## src/rtl/nv_nvdla_cvif_write_cq_if.sv

```systemverilog
// Handshake bundle between write ingress, the context queue and write egress.
//   slave  : the context queue side (accepts writes, presents five heads)
//   master : the surrounding logic side (issues writes, consumes heads)
// Signals:
//   cq_wr_pvld/prdy/thread_id/pd : single write port, thread_id selects queue 0..4
//   cq_rdN_pvld/prdy/pd          : per-thread head entry, N = 0..4
//   cq_idle                      : all thread queues empty
interface nv_nvdla_cvif_write_cq_if;
  logic       cq_wr_pvld;
  logic       cq_wr_prdy;
  logic [2:0] cq_wr_thread_id;
  logic [2:0] cq_wr_pd;
  logic       cq_rd0_pvld, cq_rd1_pvld, cq_rd2_pvld, cq_rd3_pvld, cq_rd4_pvld;
  logic       cq_rd0_prdy, cq_rd1_prdy, cq_rd2_prdy, cq_rd3_prdy, cq_rd4_prdy;
  logic [2:0] cq_rd0_pd, cq_rd1_pd, cq_rd2_pd, cq_rd3_pd, cq_rd4_pd;
  logic       cq_idle;

  modport slave (
    input  cq_wr_pvld, cq_wr_thread_id, cq_wr_pd,
    input  cq_rd0_prdy, cq_rd1_prdy, cq_rd2_prdy, cq_rd3_prdy, cq_rd4_prdy,
    output cq_wr_prdy,
    output cq_rd0_pvld, cq_rd1_pvld, cq_rd2_pvld, cq_rd3_pvld, cq_rd4_pvld,
    output cq_rd0_pd, cq_rd1_pd, cq_rd2_pd, cq_rd3_pd, cq_rd4_pd,
    output cq_idle
  );

  modport master (
    output cq_wr_pvld, cq_wr_thread_id, cq_wr_pd,
    output cq_rd0_prdy, cq_rd1_prdy, cq_rd2_prdy, cq_rd3_prdy, cq_rd4_prdy,
    input  cq_wr_prdy,
    input  cq_rd0_pvld, cq_rd1_pvld, cq_rd2_pvld, cq_rd3_pvld, cq_rd4_pvld,
    input  cq_rd0_pd, cq_rd1_pd, cq_rd2_pd, cq_rd3_pd, cq_rd4_pd,
    input  cq_idle
  );
endinterface

```

## src/rtl/nv_nvdla_cvif_write_cq.sv

```systemverilog
// Write context queue: five independent per-thread FIFOs of 3-bit context
// entries ({len[1:0], require_ack}). One shared write port selects a thread;
// each thread presents its head entry to write egress with no read latency.
// Ports:
//   nvdla_core_clk : clock, all state updates on rising edge
//   nvdla_core_rst : synchronous active-high reset, clears pointers, counts, storage
//   cq             : slave modport of nv_nvdla_cvif_write_cq_if
// Heads are driven from registered state only, so a pushed entry appears on
// its thread's read port one cycle after the accepting edge.
module nv_nvdla_cvif_write_cq #(
  parameter int DEPTH = 8,
  parameter int NTHR  = 5
) (
  input  logic                          nvdla_core_clk,
  input  logic                          nvdla_core_rst,
  nv_nvdla_cvif_write_cq_if.slave       cq
);

  localparam int AW = $clog2(DEPTH);
  localparam logic [AW:0]   FULL_CNT = (AW+1)'(DEPTH);
  localparam logic [AW:0]   ZERO_CNT = {(AW+1){1'b0}};
  localparam logic [AW-1:0] ZERO_PTR = {AW{1'b0}};

  logic [2:0]      storage_r [NTHR][DEPTH];
  logic [AW-1:0]   wr_ptr_r  [NTHR];
  logic [AW-1:0]   rd_ptr_r  [NTHR];
  logic [AW:0]     count_r   [NTHR];

  logic [NTHR-1:0] rd_pvld_s;
  logic [NTHR-1:0] rd_prdy_s;
  logic [NTHR-1:0] push_s;
  logic [NTHR-1:0] pop_s;
  logic [2:0]      rd_pd_s   [NTHR];
  logic            wr_prdy_s;
  logic            idle_s;

  // Gather the per-thread read-ready strobes into a vector.
  always_comb begin
    rd_prdy_s = {cq.cq_rd4_prdy, cq.cq_rd3_prdy, cq.cq_rd2_prdy,
                 cq.cq_rd1_prdy, cq.cq_rd0_prdy};
  end

  // Write ready: legal thread id with space left. A pop in the same cycle
  // does not open a full queue; space shows up on the following cycle.
  always_comb begin
    wr_prdy_s = 1'b0;
    case (cq.cq_wr_thread_id)
      3'd0:    wr_prdy_s = (count_r[0] != FULL_CNT);
      3'd1:    wr_prdy_s = (count_r[1] != FULL_CNT);
      3'd2:    wr_prdy_s = (count_r[2] != FULL_CNT);
      3'd3:    wr_prdy_s = (count_r[3] != FULL_CNT);
      3'd4:    wr_prdy_s = (count_r[4] != FULL_CNT);
      default: wr_prdy_s = 1'b0;
    endcase
  end

  // Per-thread head view, push/pop decode and idle.
  always_comb begin
    idle_s = 1'b1;
    for (int i = 0; i < NTHR; i++) begin
      rd_pvld_s[i] = (count_r[i] != ZERO_CNT);
      rd_pd_s[i]   = storage_r[i][rd_ptr_r[i]];
      pop_s[i]     = rd_pvld_s[i] & rd_prdy_s[i];
      push_s[i]    = cq.cq_wr_pvld & wr_prdy_s & (cq.cq_wr_thread_id == 3'(i));
      if (rd_pvld_s[i]) begin
        idle_s = 1'b0;
      end else begin
        idle_s = idle_s;
      end
    end
  end

  // Queue state: storage, pointers and occupancy per thread.
  always_ff @(posedge nvdla_core_clk) begin
    if (nvdla_core_rst) begin
      for (int i = 0; i < NTHR; i++) begin
        wr_ptr_r[i] <= ZERO_PTR;
        rd_ptr_r[i] <= ZERO_PTR;
        count_r[i]  <= ZERO_CNT;
        for (int j = 0; j < DEPTH; j++) begin
          storage_r[i][j] <= 3'b000;
        end
      end
    end else begin
      for (int i = 0; i < NTHR; i++) begin
        if (push_s[i]) begin
          storage_r[i][wr_ptr_r[i]] <= cq.cq_wr_pd;
          wr_ptr_r[i]               <= wr_ptr_r[i] + AW'(1'b1);
        end
        if (pop_s[i]) begin
          rd_ptr_r[i] <= rd_ptr_r[i] + AW'(1'b1);
        end
        case ({push_s[i], pop_s[i]})
          2'b10:   count_r[i] <= count_r[i] + (AW+1)'(1'b1);
          2'b01:   count_r[i] <= count_r[i] - (AW+1)'(1'b1);
          default: count_r[i] <= count_r[i];
        endcase
      end
    end
  end

  assign cq.cq_wr_prdy  = wr_prdy_s;
  assign cq.cq_rd0_pvld = rd_pvld_s[0];
  assign cq.cq_rd1_pvld = rd_pvld_s[1];
  assign cq.cq_rd2_pvld = rd_pvld_s[2];
  assign cq.cq_rd3_pvld = rd_pvld_s[3];
  assign cq.cq_rd4_pvld = rd_pvld_s[4];
  assign cq.cq_rd0_pd   = rd_pd_s[0];
  assign cq.cq_rd1_pd   = rd_pd_s[1];
  assign cq.cq_rd2_pd   = rd_pd_s[2];
  assign cq.cq_rd3_pd   = rd_pd_s[3];
  assign cq.cq_rd4_pd   = rd_pd_s[4];
  assign cq.cq_idle     = idle_s;

endmodule

```

## src/flat_wrapper.sv

```systemverilog
// flat-port wrapper written by rule: the top's interface ports become plain ports
module nv_nvdla_cvif_write_cq_flat 
#(
  parameter int DEPTH = 8,
  parameter int NTHR  = 5
)
  (nvdla_core_clk, nvdla_core_rst, cq_cq_wr_pvld, cq_cq_wr_thread_id, cq_cq_wr_pd, cq_cq_rd0_prdy, cq_cq_rd1_prdy, cq_cq_rd2_prdy, cq_cq_rd3_prdy, cq_cq_rd4_prdy, cq_cq_wr_prdy, cq_cq_rd0_pvld, cq_cq_rd1_pvld, cq_cq_rd2_pvld, cq_cq_rd3_pvld, cq_cq_rd4_pvld, cq_cq_rd0_pd, cq_cq_rd1_pd, cq_cq_rd2_pd, cq_cq_rd3_pd, cq_cq_rd4_pd, cq_cq_idle);
  nv_nvdla_cvif_write_cq_if cq_i ();
  input  logic nvdla_core_clk;
  input  logic nvdla_core_rst;
  input wire logic [$bits(cq_i.cq_wr_pvld)-1:0] cq_cq_wr_pvld;
  input wire logic [$bits(cq_i.cq_wr_thread_id)-1:0] cq_cq_wr_thread_id;
  input wire logic [$bits(cq_i.cq_wr_pd)-1:0] cq_cq_wr_pd;
  input wire logic [$bits(cq_i.cq_rd0_prdy)-1:0] cq_cq_rd0_prdy;
  input wire logic [$bits(cq_i.cq_rd1_prdy)-1:0] cq_cq_rd1_prdy;
  input wire logic [$bits(cq_i.cq_rd2_prdy)-1:0] cq_cq_rd2_prdy;
  input wire logic [$bits(cq_i.cq_rd3_prdy)-1:0] cq_cq_rd3_prdy;
  input wire logic [$bits(cq_i.cq_rd4_prdy)-1:0] cq_cq_rd4_prdy;
  output wire logic [$bits(cq_i.cq_wr_prdy)-1:0] cq_cq_wr_prdy;
  output wire logic [$bits(cq_i.cq_rd0_pvld)-1:0] cq_cq_rd0_pvld;
  output wire logic [$bits(cq_i.cq_rd1_pvld)-1:0] cq_cq_rd1_pvld;
  output wire logic [$bits(cq_i.cq_rd2_pvld)-1:0] cq_cq_rd2_pvld;
  output wire logic [$bits(cq_i.cq_rd3_pvld)-1:0] cq_cq_rd3_pvld;
  output wire logic [$bits(cq_i.cq_rd4_pvld)-1:0] cq_cq_rd4_pvld;
  output wire logic [$bits(cq_i.cq_rd0_pd)-1:0] cq_cq_rd0_pd;
  output wire logic [$bits(cq_i.cq_rd1_pd)-1:0] cq_cq_rd1_pd;
  output wire logic [$bits(cq_i.cq_rd2_pd)-1:0] cq_cq_rd2_pd;
  output wire logic [$bits(cq_i.cq_rd3_pd)-1:0] cq_cq_rd3_pd;
  output wire logic [$bits(cq_i.cq_rd4_pd)-1:0] cq_cq_rd4_pd;
  output wire logic [$bits(cq_i.cq_idle)-1:0] cq_cq_idle;
  assign cq_i.cq_wr_pvld = cq_cq_wr_pvld;
  assign cq_i.cq_wr_thread_id = cq_cq_wr_thread_id;
  assign cq_i.cq_wr_pd = cq_cq_wr_pd;
  assign cq_i.cq_rd0_prdy = cq_cq_rd0_prdy;
  assign cq_i.cq_rd1_prdy = cq_cq_rd1_prdy;
  assign cq_i.cq_rd2_prdy = cq_cq_rd2_prdy;
  assign cq_i.cq_rd3_prdy = cq_cq_rd3_prdy;
  assign cq_i.cq_rd4_prdy = cq_cq_rd4_prdy;
  assign cq_cq_wr_prdy = cq_i.cq_wr_prdy;
  assign cq_cq_rd0_pvld = cq_i.cq_rd0_pvld;
  assign cq_cq_rd1_pvld = cq_i.cq_rd1_pvld;
  assign cq_cq_rd2_pvld = cq_i.cq_rd2_pvld;
  assign cq_cq_rd3_pvld = cq_i.cq_rd3_pvld;
  assign cq_cq_rd4_pvld = cq_i.cq_rd4_pvld;
  assign cq_cq_rd0_pd = cq_i.cq_rd0_pd;
  assign cq_cq_rd1_pd = cq_i.cq_rd1_pd;
  assign cq_cq_rd2_pd = cq_i.cq_rd2_pd;
  assign cq_cq_rd3_pd = cq_i.cq_rd3_pd;
  assign cq_cq_rd4_pd = cq_i.cq_rd4_pd;
  assign cq_cq_idle = cq_i.cq_idle;
  nv_nvdla_cvif_write_cq #(.DEPTH(DEPTH), .NTHR(NTHR)) u_core (.nvdla_core_clk(nvdla_core_clk), .nvdla_core_rst(nvdla_core_rst), .cq(cq_i));
endmodule
```

## config.mk

```make
export PLATFORM = sky130hd
export DESIGN_NAME = nv_nvdla_cvif_write_cq_flat
export DESIGN_NICKNAME = d
export VERILOG_FILES = /design/src/rtl/nv_nvdla_cvif_write_cq_if.sv /design/src/rtl/nv_nvdla_cvif_write_cq.sv /design/src/flat_wrapper.sv
export SDC_FILE = /design/constraint.sdc
export NUM_CORES = 1
export LEC_CHECK = 0
export ABC_AREA = 0
export CAP_MARGIN = 5
export CORE_ASPECT_RATIO = 1.75
export CORE_MARGIN = 3
export CORE_UTILIZATION = 35
export CTS_CLUSTER_SIZE = 28
export DETAILED_ROUTE_END_ITERATION = 8
export HOLD_SLACK_MARGIN = 0.06
export PLACE_DENSITY_LB_ADDON = 0.05
export SETUP_SLACK_MARGIN = 0.5
export SKIP_CTS_REPAIR_TIMING = 1
export SLEW_MARGIN = 20
export SYNTH_ARGS = -nofsm -noshare
export SYNTH_HDL_FRONTEND = slang
export SYNTH_SLANG_ARGS = --single-unit
```

## constraint.sdc

```tcl
create_clock -name nvdla_core_clk -period 4.2 [get_ports nvdla_core_clk]
set_input_delay 1.05 -clock nvdla_core_clk [delete_from_list [all_inputs] [get_ports nvdla_core_clk]]
set_output_delay 1.05 -clock nvdla_core_clk [all_outputs]
set_load 0.02 [all_outputs]
```

### After elaboration in Yosys (flattened, before gate mapping)

Memories as Yosys holds them, arrays and structs flattened.
Index checks and enable logic that the tools add are counted.

* register bits: 0
* latch bits: 0
* bits in writable memories: 170
* memory bits (read-only): 0
* word-level logic and storage cells: 498
* memories kept: 4

Memory list
* u_core.storage_r: words 5, bits a word 24, read ports 5, clocked after Yosys merged registers in 0, wr ports 5, RTL line nv_nvdla_cvif_write_cq.sv:24 `logic [2:0] storage_r [NTHR][DEPTH];`
* u_core.count_r: words 5, bits a word 4, read ports 5, clocked after Yosys merged registers in 0, wr ports 5, RTL line nv_nvdla_cvif_write_cq.sv:27 `logic [AW:0] count_r [NTHR];`
* u_core.rd_ptr_r: words 5, bits a word 3, read ports 5, clocked after Yosys merged registers in 0, wr ports 5, RTL line nv_nvdla_cvif_write_cq.sv:26 `logic [AW-1:0] rd_ptr_r [NTHR];`
* u_core.wr_ptr_r: words 5, bits a word 3, read ports 5, clocked after Yosys merged registers in 0, wr ports 5, RTL line nv_nvdla_cvif_write_cq.sv:25 `logic [AW-1:0] wr_ptr_r [NTHR];`

* add/sub/neg operators: 20
* $mul: 0
* div/mod/pow operators: 0
* order comparisons: 15
* equal/unequal tests: 19
* shift operators: 0
* mux-type cells: 258
* bitwise operators: 166
* reductions and logical operators: 16

Operators with widths (number)
* 1-bit two-way mux: 202
* 1-bit OR: 145
* 24-bit two-way mux: 5
* 3-bit two-way mux: 25
* 4-bit two-way mux: 15
* 3-bit binary-select mux with 3-bit select: 5
* 3-bit demux with 3-bit select: 5
* 4-bit greater-or-equal comparator (second input constant): 10
* 3-bit inverter with 4-bit output: 10
* 3-bit by 1-bit adder with 3-bit output (second input constant): 10
* 4-bit by 1-bit adder with 4-bit output (second input constant): 5
* 4-bit by 1-bit less-than comparator with 1-bit output (second input constant): 5
* 4-bit != test (second input constant): 5
* 4-bit nonzero test: 5
* 4-bit by 1-bit subtractor with 4-bit output (second input constant): 5
* 1-bit AND: 11
* 2-bit by 1-bit equality test with 1-bit output (second input constant): 5
* 2-bit equality test (second input constant): 5
* 2-bit OR reduction: 5
* 3-bit by 2-bit equality test with 1-bit output (second input constant): 2
* 1-bit logical AND: 5
* 1-bit one-hot mux with 5 select lines: 1
* 3-bit by 1-bit equality test with 1-bit output (second input constant): 1
* 3-bit equality test (second input constant): 1
* 3-bit zero test: 1

### Depth between registers and ports, before layout

Gate-level depths: netlist of the first run.

* depth after elaboration: 11
* mapped depth: 15
* gate-level depth less buffers: 13

### Worst setup path before layout of the first run

OpenSTA, ideal clock, no wires.

* kind: input to register
* from: in cq_cq_wr_thread_id[0]
* to: mem u_core.count_r[2][3] (netlist name), data pin
* setup time: 0.266 ns
* arrival: 3.312 ns
* data required time: 3.934 ns
* setup slack: 0.622 ns
* cell stages on the path: 15
* buffers on the path: 2
* path through: buf_6 -> nor3b_1 -> a32o_1 -> nor2_1 -> or2_2 -> clkbuf_1 -> nand3_1 -> ha_1 -> nand2_1 -> inv_1 -> ha_1 -> a21o_1 -> a21oi_1 -> xnor2_1 -> nor2_1

RTL lines
* from (decl): RTL line flat_wrapper.sv:12 `input wire logic [$bits(cq_i.cq_wr_thread_id)-1:0] cq_cq_wr_thread_id;`
* to (decl): RTL line nv_nvdla_cvif_write_cq.sv:27

### Final worst setup path of the first run

* from: in cq_cq_wr_thread_id[1]
* to: out cq_cq_wr_prdy

* word-level cells in the longest chain between the ends: 2

RTL lines
* 3-bit equality test (tied with other cells): RTL line nv_nvdla_cvif_write_cq.sv:47 `case (cq.cq_wr_thread_id)`
* 1-bit one-hot mux with 5 select lines *: RTL line nv_nvdla_cvif_write_cq.sv:47
* to (decl): RTL line flat_wrapper.sv:19 `output wire logic [$bits(cq_i.cq_wr_prdy)-1:0] cq_cq_wr_prdy;`

Mark *: on every way between the ends. The rest lies on a longest branch, timed or not.

==> results of run 1 <==
## report_power, final
part	switching (uW)	internal, uW	leakage (uW)
combinational	499	440	0.00166
clock	658	1110	0.000320
sequential	170	2020	0.00176
total	1330	3580	0.00374
## placed cells by master, fill, tap and decap left out, drive strengths merged, types with 4 or more instances in the layout
cell	n
edfxtp	170
nor2	82
nor3	58
nor4	56
nand2	50
nand3	41
o21ai	39
buf	38
clkdlybuf4s50	31
mux4	30
ha	30
inv	23
clkbuf	21
xnor2	19
nor2b	17
nand4	15
mux2	15
nand2b	13
and2	10
o41ai	8
or3	6
xor2	6
bufinv	6
clkinv	6
a21oi	5
or2	5
or4	4
a21o	4
fa	4
## Yosys cell counts
master / number / area (sq um)
a21o_1: 4 / 30.0
nor4_1: 56 / 350
or3_1: 6 / 37.5
a41o_1: 2 / 20.0
clkbuf_1: 39 / 146
o21ai_2: 2 / 17.5
nand3_1: 41 / 205
nor3_1: 58 / 290
buf_6: 2 / 22.5
a32o_1: 2 / 20.0
ha_1: 30 / 375
o311ai_0: 2 / 17.5
nand3b_1: 3 / 22.5
a31o_2: 3 / 26.3
xnor2_1: 19 / 166
inv_1: 22 / 82.6
o31ai_1: 2 / 15.0
fa_1: 4 / 80.1
edfxtp_1: 170 / 5100
or2_2: 3 / 18.8
a21oi_1: 5 / 25.0
nor2_1: 82 / 308
o41ai_1: 8 / 70.1
nor3b_1: 3 / 22.5
or4_1: 4 / 30.0
and2_1: 9 / 56.3
and2_0: 1 / 6.26
buf_2: 17 / 85.1
nor2b_1: 17 / 106
nand4_1: 15 / 93.8
mux2_2: 15 / 169
nor4b_1: 2 / 17.5
or2_4: 1 / 8.76
and3_1: 3 / 18.8
mux2i_1: 1 / 10.0
mux4_2: 30 / 676
clkinv_1: 1 / 3.75
nand2_1: 50 / 188
buf_1: 5 / 18.8
xor2_1: 6 / 52.6
o21ai_0: 37 / 185
or2_0: 1 / 6.26
nand2b_1: 13 / 81.3
## metrics by stage
step	hold slack (ns)	util	cells
after detailed placement	0.635	0.386	1126
after CTS	0.645	0.412	1158
final	0.648	0.413	1158
after global placement	0.619	0.386	1126
after global routing	0.675	0.413	1158
after floorplan	0.587	-	796
## final cells by class
| class | instances | area, sq um |
|---|---|---|
| multi-input combinational | 540 | 3860 |
| fill | 2458 | 15300 |
| tap | 320 | 400 |
| sequential | 170 | 5100 |
| timing repair buffer | 73 | 651 |
| clock buffer | 20 | 437 |
| clock inverter | 12 | 220 |
| inverter | 23 | 86.3 |
## cells by family (layout without fill, tap and decap cells)
group,after synthesis,after routing
simple gates,368,368
buf+inv,86,128
xor+xnor,25,25
mux,46,46
compound gates,67,67
flops,170,170
fa+ha+maj,34,34
## how the worst min path moves through the flow
stage                           end  cells past startpoint  slack (ns)
3_3_place_gp   u_core.count_r[4][0]                      1        0.62
5_1_grt        u_core.count_r[4][0]                      1        0.67
3_5_place_dp   u_core.count_r[4][0]                      1        0.64
4_1_cts        u_core.count_r[4][0]                      1        0.64
2_1_floorplan  u_core.count_r[4][0]                      1        0.59
6_report       u_core.count_r[4][0]                      1        0.65
## per-layer routing
layer | routed length, um | vias up
met3 | 605 | 34
met1 | 8920 | 3226
met5 | 0 | -
met4 | 590 | 0
met2 | 14300 | 128
li1 | - | 3078
## state kept, by name (all words and copies together) (netlist names)
name	cells
u_core.rd_ptr_r	15
u_core.count_r	20
u_core.wr_ptr_r	15
u_core.storage_r	120
==> flow_summary.json, run 1 <==
{
  "top_usage_layer": "met2",
  "crit_path_max_fanout": 7,
  "cts_buffer_depth": 2,
  "finalHoldViolations": 0,
  "r2r_slack_ns": 1.01,
  "die_w_um": 129,
  "synth_xor_area_frac": 0.0236,
  "detailedPlace.worstSlack_ns": 0.0486,
  "fmax_ghz": 0.281,
  "period_minus_slack_ns": 3.56,
  "regToRegEndpoint": "u_core.count_r[1][3]",
  "worst_slack_ns": 0.645,
  "clock-sinks": 170,
  "routabilityCongestion": 0.860,
  "placed_cell_area_sq_um": 10100,
  "worstSetupPathType": "input port to output port",
  "setup-tns-final_ns": 0,
  "cts-root-buf": "clkbuf_16",
  "min-delay-start": "u_core.count_r[4][0]",
  "synthMuxAreaShare": 0.0920,
  "clkLatencyLatePin_ns": 0.44,
  "status": "completed",
  "synth_fa_ha_area_frac": 0.0490,
  "synthesis.area_sq_um": 9290,
  "tritoncts": "yes",
  "viasPerCell": 5.58,
  "ios": 36,
  "powerDensity_nw_per_um2": 456,
  "die_area_sq_um": 28600,
  "drc_errors": 0,
  "antenna_found_initial": 0,
  "cp.required_ns": 3.15,
  "io_buffers": 35,
  "finish.instance_area_sq_um": 10800,
  "ant_nets": 0,
  "rr_worst_depth": 13,
  "area_growth_pct": 15.8,
  "cts_buffers": 17,
  "rr_startpoint": "u_core.count_r[1][0]",
  "clk_pin_slew_worst_paths_ns": 0.06,
  "use_met3": 0.0338,
  "rsz0062_at_grt": "no",
  "crit_slowest_cell": "clkdlybuf4s50_1",
  "worst_pin_slew_ns": 0.932,
  "vdd_ir_drop_max_v": 0.000262,
  "grt_pass1_wl_mm": 38.2,
  "synth_top_family_by_area": "simple AND/OR/NAND/NOR gates",
  "synthDistinctLibCells": 43,
  "fin_crit_sh": 0.846,
  "grt_max_degree": 146,
  "crit_arrival_ns": 2.51,
  "synth-simple-area-share": 0.201,
  "slowest_delay_ns": 0.53,
  "initial_core_util": 0.356,
  "syn_inst": 796,
  "nets": 873,
  "synth_warnings": 0,
  "fp.dieH_um": 221,
  "worstSetupEndpointType": "output port",
  "power.total_uw": 4900,
  "placementRows": 78,
  "cp.depth": 7,
  "synth-compound-area-share": 0.0459,
  "path_delay_family": "buffers and inverters",
  "skew_ns": 0.00569,
  "htree_levels": 4,
  "grt_pass1_vias": 6749,
  "overflow": 0,
  "n_antenna_cell": 0,
  "path_cells": "clkdlybuf4s50_1 > buf_4 > a32o_1 > nor2_2 > nor2_4 > nor2_1 > clkbuf_2",
  "grt_util_met1": 0.186,
  "slew_headroom": 0.370,
  "start_kind": "input port",
  "layout-drive-gt1-share": 0.152,
  "drv_cap": 0,
  "firstDrtPassIters": 5,
  "dp_hpwl_mm": 18.7,
  "wl_mm": 24.4,
  "core_sq_um": 26100,
  "p_leak_uw": 0.00374,
  "crit_buf_inv": 3,
  "synth-seq-area-share": 0.550,
  "grt.met2_usage": 0.340,
  "cp-startpoint": "cq_cq_wr_thread_id[1]",
  "grt_use_total": 0.177,
  "drt_iter0_markers": 424,
  "syn_avg_cell_area_sq_um": 11.7,
  "endpoint": "cq_cq_wr_prdy",
  "hold_class": "flip-flop to flip-flop",
  "finalSetupViolCount": 0,
  "drv_slew": 0,
  "synth_nets": 844,
  "post_drt_wl_per_cell_um": 21.1,
  "num_vias": 6466,
  "synth_seq_cells": 170
}
No activity file was read; power rests on OpenSTA's default activity.
==> inputs of run 2 (changes only) <==
- clock period: 4.2 -> 3.28 ns (I/O delays scaled with it)
==> flow_summary.json, run 2 (synthesis results as in run 1) <==
{
  "drv_cap": 0,
  "die_area_sq_um": 28600,
  "cts-root-buf": "clkbuf_16",
  "viasPerCell": 5.44,
  "final_common_cell": "edfxtp_1",
  "skew_ns": 0.00982,
  "clkLatencyLatePin_ns": 0.44,
  "cts_buffers": 17,
  "overflow": 0,
  "start_kind": "flip-flop",
  "final_cell_mix": "170 x edfxtp_1, 114 x buf_4, 76 x nor2_1, 57 x nor3_1, 55 x nor4_1",
  "worstSetupEndpointType": "output port",
  "p_leak_uw": 0.00427,
  "reg_top3": "u_core.storage_r (120), u_core.count_r (20)",
  "clk_pin_slew_worst_paths_ns": 0.07,
  "drc_errors": 0,
  "layout-drive-gt1-share": 0.302,
  "drv_slew": 0,
  "firstDrtPassIters": 5,
  "fin_cells": 1246,
  "fillers": 2440,
  "placed_cell_area_sq_um": 10700,
  "worst_pin_slew_ns": 0.663,
  "area_growth_pct": 26.6,
  "regMostFlops": "u_core.storage_r",
  "dp.cells": 1181,
  "grt_use_total": 0.181,
  "cp.required_ns": 2.46,
  "r2r_slack_ns": 0.49,
  "clock-sinks": 170,
  "ios": 36,
  "cts_buffer_depth": 2,
  "wl_mm": 25.3,
  "grt_pass1_wl_mm": 39.2,
  "finish.instance_area_sq_um": 11800,
  "tritoncts": "yes",
  "initial_core_util": 0.356,
  "n_antenna_cell": 0,
  "crit_arrival_ns": 2.00,
  "powerDensity_nw_per_um2": 543,
  "worstSetupPathType": "flip-flop to output port",
  "vdd_ir_drop_max_v": 0.000341,
  "slew_headroom": 0.553,
  "num_vias": 6781,
  "crit_path_max_fanout": 4,
  "drt_iter0_markers": 438,
  "antenna_found_initial": 0,
  "core_sq_um": 26100,
  "finalHoldViolations": 0,
  "fmax_ghz": 0.355,
  "post_drt_wl_per_cell_um": 20.3,
  "htree_levels": 4,
  "rsz0062_at_grt": "yes",
  "largest_reg_flops": 120,
  "grt_max_degree": 84,
  "ant_nets": 0,
  "nets": 961,
  "fin_crit_sh": 0.858,
  "placementRows": 78,
  "dp_hpwl_mm": 19.3,
  "routabilityCongestion": 0.813,
  "status": "completed",
  "grt_pass1_vias": 7150,
  "finalSetupViolCount": 0,
  "period_minus_slack_ns": 2.82,
  "io_buffers": 35,
  "fp.dieH_um": 221,
  "hold_class": "flip-flop to flip-flop",
  "die_w_um": 129
}
## run 2: cell types whose count changed in the layout (fill, tap and decap cells not counted), moves of 7 or more
| cell | previous run | this run |
|---|---|---|
| clkdlybuf4s50_1 | 31 | 10 |
| ha_4 | 0 | 8 |
| clkbuf_2 | 1 | 10 |
| buf_4 | 37 | 114 |
| ha_1 | 30 | 22 |
| o21ai_0 | 37 | 30 |
| buf_6 | 0 | 16 |
## run 2: path summary, 6_finish.rpt
path	start	to	depth (start not counted)
hold / removal	u_core.count_r[4][0]	u_core.count_r[4][0]	1
hold reg to reg	u_core.count_r[4][0]	u_core.count_r[4][0]	1
setup reg to reg	u_core.count_r[4][2]	u_core.count_r[1][3]	13
setup / recovery	u_core.count_r[0][0]	cq_cq_wr_prdy	7
## run 2: worst max-delay path: stages (launching register included)
cell and delay (ns):
edfxtp_1 0.48, buf_4 0.18, nor4b_1 0.28, buf_4 0.21
nand2_1 0.06, nand2_1 0.13, nor2_4 0.05, clkbuf_2 0.15
## run 2: routing by layer
metal | track usage | vias up | routed length (um)
met4 | 0.0848 | 0 | 980
li1 | - | 3247 | -
met2 | 0.347 | 181 | 14500
met5 | 0 | - | 0
met1 | 0.187 | 3299 | 9020
met3 | 0.0258 | 54 | 801
## run 2: area by class of cell
type                    instances  area (sq um)  area share
flip-flops and latches        170          5100       0.434
multi-input cells             540          4220       0.359
repair buffers                161          1330       0.113
clock buffers                  17           425      0.0362
well taps                     320           400      0.0340
clock inverters                15           186      0.0159
inverters                      23          93.8     0.00798
## run 2: through the flow
step / TNS (ns) / power, uW / worst slack (ns) / util / hold WS, ns
after global routing: 0 / 6680 / 0.379 / 0.451 / 0.691
after detailed placement: -22.74 / 4210 / -0.417 / 0.411 / 0.621
final: 0 / 6390 / 0.465 / 0.451 / 0.641
after global placement: -13.57 / 4170 / -0.332 / 0.411 / 0.615
after floorplan: 0 / 3670 / 0.262 / - / 0.587
after CTS: -1.80 / 6310 / -0.385 / 0.435 / 0.635
## run 2: report_power, final
part / internal, uW / switching, uW / total, uW
clock network: 1210 / 890 / 2100
logic: 740 / 768 / 1510
registers: 2590 / 195 / 2780
total: 4540 / 1850 / 6390
==> inputs of run 3 (changes only) <==
- TNS_END_PERCENT: unset -> 1
==> flow_summary.json, run 3 (synthesis results as in run 1) <==
{
  "status": "completed",
  "rsz0062_at_grt": "yes",
  "crit_arrival_ns": 2.10,
  "worstSetupEndpointType": "output port",
  "power_switching_uw": 1780,
  "dp_hpwl_mm": 19.0,
  "drv_cap": 0,
  "cp.required_ns": 2.46,
  "fmax_ghz": 0.342,
  "drv_slew": 0,
  "clk_pin_slew_worst_paths_ns": 0.06,
  "comb_power_share": 0.230,
  "placed_cell_area_sq_um": 10700,
  "die_w_um": 129,
  "grt_use_total": 0.178,
  "grt_max_degree": 110,
  "finalHoldViolations": 0,
  "die_area_sq_um": 28600,
  "power_frac_clock": 0.315,
  "hold_class": "flip-flop to flip-flop",
  "cts_buffers": 17,
  "skew_ns": 0.0126,
  "drc_errors": 0,
  "cts-root-buf": "clkbuf_16",
  "antenna_found_initial": 0,
  "placementRows": 78,
  "nets": 951,
  "post_drt_wl_per_cell_um": 19.9,
  "worst_pin_slew_ns": 0.980,
  "slew_headroom": 0.338,
  "path_cells": "or4_1 > clkdlybuf4s50_1",
  "regToRegEndpoint": "u_core.count_r[3][3]",
  "ant_nets": 0,
  "rr_startpoint": "u_core.count_r[3][0]",
  "vdd_ir_drop_max_v": 0.000328,
  "powerDensity_nw_per_um2": 529,
  "clock-sinks": 170,
  "start_kind": "flip-flop",
  "clkLatencyLatePin_ns": 0.44,
  "min-delay-start": "u_core.count_r[4][0]",
  "period_minus_slack_ns": 2.92,
  "drt_iter0_markers": 376,
  "grt_pass1_vias": 7027,
  "core_sq_um": 26100,
  "num_vias": 6619,
  "firstDrtPassIters": 4,
  "regMostFlops": "u_core.storage_r",
  "grt_pass1_wl_mm": 38.4,
  "reg_top3": "u_core.storage_r (120), u_core.count_r (20)",
  "overflow": 0,
  "r2r_slack_ns": 0.45,
  "seqPwrFrac": 0.455,
  "final_cell_mix": "170 x edfxtp_1, 113 x buf_4, 78 x nor2_1, 56 x nor3_1, 55 x nor4_1",
  "fp.dieH_um": 221,
  "p_int_uw": 4310,
  "n_antenna_cell": 0,
  "min_to": "u_core.count_r[4][0]",
  "htree_levels": 4,
  "layout-drive-gt1-share": 0.260,
  "area_growth_pct": 23.8,
  "crit_path_max_fanout": 6,
  "fin_crit_sh": 0.890,
  "slowest_delay_ns": 0.59,
  "swShare": 0.292,
  "finalSetupViolCount": 0,
  "routabilityCongestion": 0.849,
  "rr_worst_depth": 10,
  "ios": 36,
  "initial_core_util": 0.356,
  "viasPerCell": 5.36,
  "crit_slowest_cell": "or4_1",
  "fin_hold_ws_ns": 0.637,
  "worstSetupPathType": "flip-flop to output port",
  "final_common_cell": "edfxtp_1",
  "cts_buffer_depth": 2,
  "wl_mm": 24.6,
  "tritoncts": "yes",
  "p_leak_uw": 0.00428,
  "io_buffers": 35,
  "worstHoldPathCells": 1,
  "largest_reg_flops": 120,
  "finish.instance_area_sq_um": 11500
}
run 3: changes by cell type in the layout (fill, tap and decap cells not counted), sizes merged:
| cell | before | now |
|---|---|---|
| buf | 135 | 118 |
| bufinv | 3 | 1 |
| clkbuf | 27 | 17 |
| clkdlybuf4s50 | 10 | 14 |
| clkinv | 5 | 8 |
| clkinvlp | 3 | 2 |
| dlymetal6s2s | 6 | 19 |
run 3: through the flow:
| stage | total power [uW] | utilization | setup TNS [ns] | std cells | setup slack, ns |
|---|---|---|---|---|---|
| 2_1_floorplan | 3650 | - | 0 | 796 | 0.262 |
| 3_3_place_gp | 4150 | 0.410 | -20.99 | 1184 | -0.391 |
| 3_5_place_dp | 4190 | 0.410 | -23.53 | 1184 | -0.374 |
| 4_1_cts | 6120 | 0.431 | -1.83 | 1216 | -0.390 |
| 5_1_grt | 6380 | 0.441 | 0 | 1236 | 0.281 |
| 6_report | 6090 | 0.441 | 0 | 1236 | 0.359 |
run 3: worst max path at each step:
stage | from | to | slack (ns)
2_1_floorplan | cq_cq_wr_thread_id[0] | u_core.count_r[2][3] | 0.26
3_3_place_gp | cq_cq_wr_thread_id[2] | cq_cq_wr_prdy | -0.39
3_5_place_dp | cq_cq_wr_thread_id[0] | u_core.count_r[4][2] | -0.37
4_1_cts | cq_cq_wr_thread_id[2] | cq_cq_wr_prdy | -0.39
5_1_grt | u_core.count_r[3][0] | cq_cq_rd3_pvld | 0.28
6_report | u_core.count_r[3][0] | cq_cq_rd3_pvld | 0.36
run 3: power by group through the flow:
stage	combinational, uW	clock (uW)	sequential [uW]
CTS	1330	1970	2810
global route	1540	2050	2790
global placement	1300	0	2850
floorplan	911	0	2740
finish	1400	1920	2770
detailed placement	1320	0	2860
run 3: critical path: cells and delay by family, from the launching register on:
kind | cells | cell delay, ns
buffers and inverters | 1 | 0.57
flip-flops | 1 | 0.50
AND/OR/NAND/NOR | 1 | 0.59
run 3: layout make-up:
class / count / area [sq um]
Timing Repair Buffer: 151 / 1280
Clock inverter: 15 / 123
Tap cell: 320 / 400
Sequential cell: 170 / 5100
Fill cell: 2372 / 14600
Clock buffer: 17 / 425
Multi-Input combinational cell: 540 / 4070
Inverter: 23 / 86.3
run 3: routing by layer:
metal	part of all wire	vias up	track usage
li1	-	3227	-
met1	0.36	3275	0.183
met2	0.59	88	0.347
met3	0.021	29	0.0292
met4	0.022	0	0.0692
met5	0	-	0
==> edit, RTL diff (settings of run 1) <==
`DEPTH` is set to 8 in 2 places; all go to 16.
--- a/src/rtl/nv_nvdla_cvif_write_cq.sv
+++ b/src/rtl/nv_nvdla_cvif_write_cq.sv
@@ -9,5 +9,5 @@
 // its thread's read port one cycle after the accepting edge.
 module nv_nvdla_cvif_write_cq #(
-  parameter int DEPTH = 8,
+  parameter int DEPTH = 16,
   parameter int NTHR  = 5
 ) (
--- a/src/flat_wrapper.sv
+++ b/src/flat_wrapper.sv
@@ -2,5 +2,5 @@
 module nv_nvdla_cvif_write_cq_flat 
 #(
-  parameter int DEPTH = 8,
+  parameter int DEPTH = 16,
   parameter int NTHR  = 5
 )
Formal check against the unedited RTL: no difference found for any inputs over 4 cycles, from zero or initial values; that may be too few to reach the edited logic, so the function may still have changed.
==> edit against run 1 <==
  * Critical path depth is 1 lower
  * Setup slack worse by 63 ps
  * Die area rose by 76%
  * Synthesized area increased by 79%
  * Final area up 81%
  * Wire length up 100%
  * Total power up 70%
  * Sequential cell count rose by 135
  * Critical path type is now register to output pin
  * Highest routed layer unchanged
==> edit: results (changes against run 1) <==
run_status:
  run_status: "complete, no violations"
drt:
  detail_route.iter0.violations: 525  # +24%
  drt_wl_total_mm: 48.7  # +100%
  met1Wirelength_mm: 17.2  # +93%
  detailed_routed_wire_length_on_met3_mm: 1.30  # +120%
  dr.pass1.iters: 6  # +1
synth:
  synth_cells: 1350  # +70%
  synth_sequential_area_ratio: 0.551  # +0.000981
  post_synth_most_frequent_cells: "305 x edfxtp_1, 130 x nor4_1, 94 x nor3_1, 91 x clkbuf_1, 68 x nand3_1"
  ys_types: 62  # +44%
  netlist_top_cells_area: "edfxtp_1 55%, mux4_2 8.9%, nor4_1 4.9%, ha_1 3.7%, nor3_1 2.8%"
timing:
  final.setup_skew_ps: 15.7  # +10.0 ps
  worst_slack_on_hold_paths_ps: 617  # -30.5 ps
  timing.fmax_ghz: 0.276  # -1.7%
  maxSlewHeadroom: 0.307  # -0.0635
worst_setup_path:
  critPathCapture: "cq_cq_rd1_pd[0]"
  r2r_setup_slack_ps: 670  # -340 ps
  cp_data_arrival_time_ps: 2570  # +60 ps
  delay_of_the_slowest_cell_on_the_worst_path_ps: 610  # +80 ps
finish:
  final_nets: 1475  # +69%
  reg_top3: "u_core.storage_r: 240 flops, u_core.count_r: 25 flops"
  final_cells: 2020  # +74%
  num-fill-cells: 4407  # +79%
  final_layout_size_suffix_gt1_frac: 0.202  # +0.0503
power:
  share_comb_of_total_power: 0.205  # +0.013
  switching_share: 0.284  # +0.0133
  power_per_cell_area_nw_per_um2: 430  # -5.7%
  power.ir.vdd_worst_uv: 345  # +32%
  p_leak_uw: 0.00681  # +82%
grt:
  gr_layer_usage_met2: 0.394  # +0.0533
  grt_util_overall: 0.196  # +0.0193
  use_met3: 0.0212  # -0.0125
  grt_max_degree: 120  # -18%
hold_path:
  worst_hold_path.endpoint: "u_core.rd_ptr_r[0][0]"
  worstHoldStart: "u_core.rd_ptr_r[0][0]"
placement:
  post-dp-hpwl_mm: 34.8  # +86%
  post_dp_cell_area_um2: 18100  # +79%
  detailedPlace.worstSlack_ps: -215  # -264 ps
  gpl.final_weighted_congestion: 0.815  # -5.2%
  place.detailed.instances: 1941  # +72%
clocking:
  maximum_buffer_depth_of_the_clock_tree: 3  # +1
## edit: cell types whose count changed after synthesis, sizes merged, moves of 27 or more
cell / run 1 / this run
nor2: 82 / 37
mux4: 30 / 66
nor4: 56 / 130
and2: 10 / 64
nor3: 58 / 96
clkbuf: 39 / 91
edfxtp: 170 / 305
nand3: 41 / 68
o21ai: 39 / 74
## edit: cell type report
cell class,count,area (um2),area share
clock buffer,43,885,0.0455
clock inverter,17,164,0.00844
inverter,29,109,0.00560
multi-input combinational,882,7010,0.361
sequential,305,9160,0.472
tap,588,736,0.0379
timing repair buffer,156,1360,0.0701
## edit: logic make-up after synthesis
family | after synthesis | synth area share
xor gates and xnor gates | 32 | 0.0168
adders and majority gates | 53 | 0.0417
buffers and inverters | 163 | 0.0415
muxes | 79 | 0.0973
AOI/OAI and AO/OA | 166 | 0.0670
DFF | 305 | 0.551
and+or+nand+nor | 552 | 0.185
